==> src/rtl/mem_responder_pkg.sv <==
// Shared CPU definitions: bus widths, region select bit, opcodes, responder FSM encoding.
package risc_pkg;
   localparam int ADDR_W  = 13;
   localparam int DATA_W  = 8;
   localparam int SEL_BIT = 12;

   localparam logic [2:0] HLT = 3'd0;
   localparam logic [2:0] SKZ = 3'd1;
   localparam logic [2:0] ADD = 3'd2;
   localparam logic [2:0] AND = 3'd3;
   localparam logic [2:0] XOR = 3'd4;
   localparam logic [2:0] LDA = 3'd5;
   localparam logic [2:0] STO = 3'd6;
   localparam logic [2:0] JMP = 3'd7;

   typedef enum logic [1:0] {IDLE = 2'd0, RD = 2'd1, WR = 2'd2} state_t;
   typedef enum logic [1:0] {SRC_NONE, SRC_ROM, SRC_RAM, SRC_UNMAP} src_t;

   // An in-region offset is mapped when no bit at or above the region's index width is set.
   function automatic logic in_map(input logic [SEL_BIT-1:0] offset, input int aw);
      return (offset >> aw) == '0;
   endfunction
endpackage

==> src/rtl/mem_responder_if.sv <==
// CPU-side memory bus and ROM preload port; master = CPU controllers, slave = mem_responder.
interface mem_responder_if #(parameter int ROM_AW = 8);
   logic [risc_pkg::ADDR_W-1:0] addr;
   logic                        rd;
   logic                        wr;
   logic [risc_pkg::DATA_W-1:0] data_in;
   logic [risc_pkg::DATA_W-1:0] data_out;
   logic                        data_oe;
   logic                        ld_en;
   logic [ROM_AW-1:0]           ld_addr;
   logic [risc_pkg::DATA_W-1:0] ld_data;
   logic                        bus_err;

   modport master (output addr, rd, wr, data_in, ld_en, ld_addr, ld_data,
                   input  data_out, data_oe, bus_err);
   modport slave  (input  addr, rd, wr, data_in, ld_en, ld_addr, ld_data,
                   output data_out, data_oe, bus_err);
endinterface

==> src/rtl/mem_responder_mem_array.sv <==
// Byte-wide memory with one synchronous write port and one synchronous (read-before-write) read port.
module mem_array
   import risc_pkg::*;
#(
   parameter int AW = 8
) (
   input  logic              clk,
   input  logic              we,
   input  logic [AW-1:0]     waddr,
   input  logic [DATA_W-1:0] wdata,
   input  logic [AW-1:0]     raddr,
   output logic [DATA_W-1:0] rdata
);
   logic [DATA_W-1:0] mem [2**AW];

   always_ff @(posedge clk) begin
      if (we) mem[waddr] <= wdata;
      rdata <= mem[raddr];
   end
endmodule

==> src/rtl/mem_responder.sv <==
// ROM/RAM bus responder: 1-cycle reads, edge-triggered single writes, sticky bus_err.
// Define WRPROT_EN to make the ROM region read-only from the bus (preload port still writes).
module mem_responder
   import risc_pkg::*;
#(
   parameter int ROM_AW = 8,
   parameter int RAM_AW = 8
) (
   input  logic               clk,
   input  logic               rst,
   mem_responder_if.slave     bus
);
   state_t            state_p0, state_nxt;
   src_t              src_p1, src_nxt;
   logic              wr_prev_p0, wr_armed_p0, bus_err_p0;
   logic              err_set, do_read, do_write, bus_rom_we, ram_we;
   logic              ram_sel, mapped, wr_rise, vld_p1;
   logic              rom_we;
   logic [ROM_AW-1:0] rom_waddr;
   logic [DATA_W-1:0] rom_wdata, rom_rdata, ram_rdata, data_out_c;

   assign ram_sel = bus.addr[SEL_BIT];
   assign mapped  = ram_sel ? in_map(bus.addr[SEL_BIT-1:0], RAM_AW)
                            : in_map(bus.addr[SEL_BIT-1:0], ROM_AW);
   // wr_armed stays low after reset until wr is seen low, so a held store is not replayed.
   assign wr_rise = bus.wr & ~wr_prev_p0 & wr_armed_p0;

   // p0: FSM decode of the current bus cycle
   always_comb begin
      state_nxt  = state_p0;
      src_nxt    = SRC_NONE;
      err_set    = 1'b0;
      do_read    = 1'b0;
      do_write   = 1'b0;
      bus_rom_we = 1'b0;
      ram_we     = 1'b0;
      if (bus.rd && bus.wr) begin
         state_nxt = IDLE;
         err_set   = 1'b1;
      end else begin
         case (state_p0)
            IDLE: begin
               if (bus.rd) begin
                  state_nxt = RD;
                  do_read   = 1'b1;
               end else if (bus.wr) begin
                  state_nxt = WR;
                  do_write  = wr_rise;
               end
            end
            RD:      if (bus.rd) do_read = 1'b1; else state_nxt = IDLE;
            WR:      if (!bus.wr) state_nxt = IDLE;
            default: state_nxt = IDLE;
         endcase
      end
      if (do_read) begin
         if (!mapped) begin
            src_nxt = SRC_UNMAP;
            err_set = 1'b1;
         end else begin
            src_nxt = ram_sel ? SRC_RAM : SRC_ROM;
         end
      end
      if (do_write) begin
         if (!mapped)      err_set = 1'b1;
         else if (ram_sel) ram_we  = 1'b1;
         else begin
`ifdef WRPROT_EN
            err_set = 1'b1;
`else
            bus_rom_we = 1'b1;
`endif
         end
      end
   end

   always_ff @(posedge clk or negedge rst) begin
      if (!rst) begin
         state_p0    <= IDLE;
         src_p1      <= SRC_NONE;
         wr_prev_p0  <= 1'b0;
         wr_armed_p0 <= 1'b0;
         bus_err_p0  <= 1'b0;
      end else begin
         state_p0    <= state_nxt;
         src_p1      <= src_nxt;
         wr_prev_p0  <= bus.wr;
         wr_armed_p0 <= wr_armed_p0 | ~bus.wr;
         if (err_set) bus_err_p0 <= 1'b1;
      end
   end

   // The preload port has priority; a coincident bus store to ROM is lost.
   assign rom_we    = bus.ld_en | bus_rom_we;
   assign rom_waddr = bus.ld_en ? bus.ld_addr : bus.addr[ROM_AW-1:0];
   assign rom_wdata = bus.ld_en ? bus.ld_data : bus.data_in;

   mem_array #(.AW(ROM_AW)) u_rom (
      .clk   (clk),
      .we    (rom_we),
      .waddr (rom_waddr),
      .wdata (rom_wdata),
      .raddr (bus.addr[ROM_AW-1:0]),
      .rdata (rom_rdata)
   );

   mem_array #(.AW(RAM_AW)) u_ram (
      .clk   (clk),
      .we    (ram_we),
      .waddr (bus.addr[RAM_AW-1:0]),
      .wdata (bus.data_in),
      .raddr (bus.addr[RAM_AW-1:0]),
      .rdata (ram_rdata)
   );

   // p1: select the registered read source
   always_comb begin
      case (src_p1)
         SRC_ROM:   data_out_c = rom_rdata;
         SRC_RAM:   data_out_c = ram_rdata;
         SRC_UNMAP: data_out_c = 8'hFF;
         default:   data_out_c = 8'h00;
      endcase
   end

   assign vld_p1       = (src_p1 != SRC_NONE);
   assign bus.data_out = data_out_c;
   assign bus.data_oe  = vld_p1;
   assign bus.bus_err  = bus_err_p0;
endmodule
==> src/flat_wrapper.sv <==
// flat-port wrapper written by rule: the top's interface ports become plain ports
module mem_responder_flat import risc_pkg::*;
#(
   parameter int ROM_AW = 8,
   parameter int RAM_AW = 8
)
  (clk, rst, bus_addr, bus_rd, bus_wr, bus_data_in, bus_ld_en, bus_ld_addr, bus_ld_data, bus_data_out, bus_data_oe, bus_bus_err);
  mem_responder_if #(.ROM_AW(ROM_AW)) bus_i ();
  input  logic clk;
  input  logic rst;
  input wire logic [$bits(bus_i.addr)-1:0] bus_addr;
  input wire logic [$bits(bus_i.rd)-1:0] bus_rd;
  input wire logic [$bits(bus_i.wr)-1:0] bus_wr;
  input wire logic [$bits(bus_i.data_in)-1:0] bus_data_in;
  input wire logic [$bits(bus_i.ld_en)-1:0] bus_ld_en;
  input wire logic [$bits(bus_i.ld_addr)-1:0] bus_ld_addr;
  input wire logic [$bits(bus_i.ld_data)-1:0] bus_ld_data;
  output wire logic [$bits(bus_i.data_out)-1:0] bus_data_out;
  output wire logic [$bits(bus_i.data_oe)-1:0] bus_data_oe;
  output wire logic [$bits(bus_i.bus_err)-1:0] bus_bus_err;
  assign bus_i.addr = bus_addr;
  assign bus_i.rd = bus_rd;
  assign bus_i.wr = bus_wr;
  assign bus_i.data_in = bus_data_in;
  assign bus_i.ld_en = bus_ld_en;
  assign bus_i.ld_addr = bus_ld_addr;
  assign bus_i.ld_data = bus_ld_data;
  assign bus_data_out = bus_i.data_out;
  assign bus_data_oe = bus_i.data_oe;
  assign bus_bus_err = bus_i.bus_err;
  mem_responder #(.ROM_AW(ROM_AW), .RAM_AW(RAM_AW)) u_core (.clk(clk), .rst(rst), .bus(bus_i));
endmodule
==> config.mk <==
export PLATFORM = sky130hd
export DESIGN_NAME = mem_responder_flat
export DESIGN_NICKNAME = d
export VERILOG_FILES = /design/src/rtl/mem_responder_pkg.sv /design/src/rtl/mem_responder_if.sv /design/src/rtl/mem_responder_mem_array.sv /design/src/rtl/mem_responder.sv /design/src/flat_wrapper.sv
export SDC_FILE = /design/constraint.sdc
export NUM_CORES = 2
export LEC_CHECK = 0
export BUFFER_PORTS_ARGS = -buffer_cell sky130_fd_sc_hd__buf_2
export CELL_PAD_IN_SITES_DETAIL_PLACEMENT = 1
export CELL_PAD_IN_SITES_GLOBAL_PLACEMENT = 1
export CORE_UTILIZATION = 50
export CTS_CLUSTER_SIZE = 28
export DETAILED_ROUTE_END_ITERATION = 8
export PLACE_DENSITY = 0.75
export SLEW_MARGIN = 5
export SYNTH_ARGS = -nofsm -noshare
export SYNTH_HDL_FRONTEND = slang
export SYNTH_HIERARCHICAL = 1
export SYNTH_SLANG_ARGS = --single-unit
==> constraint.sdc <==
create_clock -name clk -period 7.5 [get_ports clk]
set_clock_uncertainty 0.15 [all_clocks]
set_input_delay 0 -clock clk [delete_from_list [all_inputs] [get_ports clk]]
set_output_delay 0 -clock clk [all_outputs]
set_load 0.02 [all_outputs]
==> results.md <==
- Outcome: finished, violations left
- Violations in the final reports: DRC, capacitance limit, slew limit
- Global-route wire length before repair: 624000 microns
- Post-layout total power: around 48 mW
- Average cell area after synthesis: roughly 21 sq um
- Synthesized cell area: approximately 0.16 sq mm
- Row cnt: approximately 210
- Reg2Reg Setup Slack: roughly 3.4 ns
- CTS tree: done
- Number of setup buffers added after CTS: 0
- Minimum hold slack: between 0.02 and 0.03 ns
- Number of distinct standard cells referenced by the synthesized netlist: between 50 and 60
- PD cells: about 270 mW/mm^2
- Die outline height: around 570 microns
- Number of enable-type register cells in the synthesized netlist: slightly above 4000
- Overall track demand over capacity in global routing: 27.0%
- Global routing usage on met1: between 30% and 40%
- Layout-stage area growth over the synthesis result: 11.4%
- Placed wire-length estimate: approximately 260000 microns
- Number of sinks on the clock net: roughly 4000
- Remaining antenna violation count after routing: 0
- Final-report setup violation count: 0
- Synthesized Nets: between 7000 and 8000
- Worst setup SP type: input pin
- Critical path start-end classification: in -> reg
- Port Buffers: 51
- Primary FF master, synth: edfxtp_1
- Insertion delay of the later-clocked pin in the worst-skew pair: approximately 0.97 ns
- Via count of the first global-routing pass: approximately 84000
- Number of register bits inferred by synthesis: between 4000 and 5000
- Die area: ~0.32 sq mm
- Critical Path Fanout Max: 19
- Max clock buf depth: 4
- Number of pins with negative max-slew slack in the final report: 2
- Global-route met2 utilization: 44.4%
- Fraction of layout instances using a drive strength above 1: 22.2%
- Data required time at the worst endpoint: between 7 and 8 ns
- Setup repair after global routing missed its margin: no
- Routed Wire Length: between 400000 and 500000 microns
- Width of the chip: around 570 microns
- Final period utilization: ~64%
- Count of endpoints failing hold in the final timing report: 0
- Total number of vias: 80859
- Slew @ Worst Pin: ~1.6 ns
- Via-per-instance ratio: roughly 6.6
- Final nets: between 7000 and 8000
- Routability-driven placement congestion ratio: between 0.8 and 0.9
- DRC viols: 4
- Gate Count Post-Synth: 7536
- CTS root buf: clkbuf_16
- TritonCTS Buffers: 411
- Clock Pin Slew Worst Setup and Hold Paths: ~0.060 ns
- Sequential area share after synthesis: approximately 77%
- Maximum number of pins on one net before global-route repair: a little under 200
- Number of H-tree branching levels: 5
- I/O pin count: 52
- Antenna violations before repair: 15
- # Max-Cap Violations: 1
- Initial cell density of the core: approximately half
- WL per Instance: approximately 36 microns
- Proportion of register bits with asynchronous set or reset after synthesis: less than 1%
- Minimum clock period after layout: ~4.8 ns
- Highest achievable clock rate: 0.210 GHz
- Met3 Resource Use GR: ~4.3%
- Type of destination of the critical path: flip-flop
- Endpoint arrival time on the critical path: ~5.2 ns
- Layer carrying the most global-route usage: met2
- Type of the most critical hold path: in -> reg
- Total congestion overflow: 0
- Synth Warn #: 6
- DRC violation total after the first TritonRoute iteration: 10314
- Max-Slew Margin vs Limit: -10.8%
- Count of TritonRoute iterations in the first routing pass: 9
- Maximum vdd drop: between 0.2 and 0.25 mV
- Leakage Power: 54.6 nW
- Total Neg Setup Slack: 0 ns
- Placeable core region: approximately 0.32 sq mm
-- worst max-delay path, cell delays in order --
cell	delay (ns)
dlygate4sd3_1	0.54
buf_2	0.12
dlygate4sd3_1	0.57
or4_4	0.48
dlygate4sd3_1	0.63
nor2_1	0.15
a41o_1	0.28
buf_4	0.33
nand4_1	0.87
buf_4	0.53
nor2_1	0.66
-- where the power goes --
group | leakage [nW] | switching [mW] | internal, mW | total [mW]
combinational | 11.1 | 1.72 | 0.766 | 2.49
clock | 6.45 | 8.72 | 11.7 | 20.4
sequential | 37.0 | 0.0564 | 25.5 | 25.5
total | 54.6 | 10.5 | 37.9 | 48.4
-- logic make-up (layout without fill, tap and decap cells) --
logic type,after synthesis,count (layout),share of synthesized area [%]
other cells,0,25,0
simple gates,961,961,2.70
flops,4119,4119,77.3
mux,1198,1198,14.7
compound gates,782,782,3.45
buf+inv,476,1021,1.84
-- cells in the mapped netlist (4+ instances only) --
cell type	instances	area share (%)
nand2_1	67	0.16
nor2_1	584	1.4
o211ai_1	20	0.094
a2111oi_1	4	0.025
mux2_2	18	0.13
nor2b_1	63	0.25
o22ai_1	56	0.22
or2_2	9	0.035
a2111oi_0	4	0.022
edfxtp_1	4096	77
buf_6	42	0.30
a311oi_1	4	0.022
a22o_1	16	0.088
a31oi_1	4	0.016
a21oi_1	201	0.63
buf_2	64	0.20
nor4_1	49	0.19
dfrtp_1	7	0.11
o22a_1	10	0.055
and2_1	12	0.047
buf_4	54	0.25
a221oi_1	26	0.14
o32ai_1	8	0.044
nand3b_1	4	0.019
clkbuf_1	225	0.53
o21ai_0	20	0.063
dfxtp_1	16	0.20
mux2i_1	268	1.7
buf_8	26	0.24
nor4_2	6	0.047
mux4_1	4	0.066
a211oi_1	32	0.15
nor3_1	44	0.14
mux4_2	908	13
o221ai_1	92	0.50
buf_12	16	0.20
nand3_1	69	0.22
and3b_1	4	0.022
buf_1	44	0.10
o21ai_1	5	0.016
nand4_1	20	0.078
a22oi_1	266	1.3
nand2b_1	18	0.071
-- metrics by stage --
step	utilization (%)	cell area [sq um]	instances	worst slack [ns]
global route	56.0	178000	12282	2.59
CTS	56.0	178000	12261	2.84
detailed placement	51.7	164000	11460	2.96
finish	56.0	178000	12286	2.73
floorplan	-	160000	7536	4.56
global placement	51.6	164000	11454	2.54
-- timing repair --
item / in CTS / in global routing
resized for setup: 0 / 0
endpoints found under the hold margin: 2388 / 0
hold buffers: 47 / 0
-- registers in the layout (all words and copies together), names as in the netlist --
signal	flops
u_core/bus.bus_err	1
u_core/u_ram/mem	2048
u_core/wr_prev_p0	1
u_core/u_rom/mem	2048
u_core/u_rom/rdata	8
u_core/u_ram/rdata	8
u_core/state_p0	2
u_core/wr_armed_p0	1
u_core/src_p1	2
-- layout by cell type, fill, tap and decap left out, drive strengths merged, types with 19 or more instances in the layout --
master       Yosys  final
nor3            44     44
mux4           912    912
bufinv           0     39
clkinv           2    181
mux2i          268    268
a221oi          29     29
a21oi          201    201
inv              3     19
a22oi          266    266
nor4            55     55
diode            0     25
o211ai          20     20
nand4           20     20
nor2           584    584
nor2b           63     63
dlygate4sd3      0     43
nand2           67     67
clkbuf         225    506
o221ai          94     94
edfxtp        4096   4096
a211oi          32     32
o21ai           25     25
buf            246    218
nand3           69     69
o22ai           56     56
-- layout make-up --
cell class                 count  area (sq um)
fill                       26726        140000
sequential                  4119        123000
multi-input combinational   2941         33600
clock buffer                 505         10900
tap                         4180          5230
timing repair buffer         262          2380
clock inverter               249          2290
antenna                       25          62.6
inverter                       5          18.8
-- path summary, 6_finish.rpt --
kind                                    startpoint                        to  cells past startpoint
worst max-delay path                  bus_addr[11]  u_core/u_rom/mem[103][7]                     11
worst min-delay path                bus_data_in[3]  u_core/u_ram/mem[138][3]                      2
worst max register to register  u_core/state_p0[0]  u_core/u_ram/mem[243][0]                      7
worst min register to register  u_core/state_p0[0]        u_core/state_p0[1]                      1
max in group asynchronous                      rst        u_core/wr_armed_p0                      4
min in group asynchronous                      rst        u_core/bus.bus_err                      4
-- per-layer routing --
metal	up-vias	share of wire [%]
met5	-	0.0084
met4	6	4.8
met3	839	8.3
met2	4320	49
met1	43616	38
li1	32078	-
Note: power is estimated with default switching activity, not from simulation.
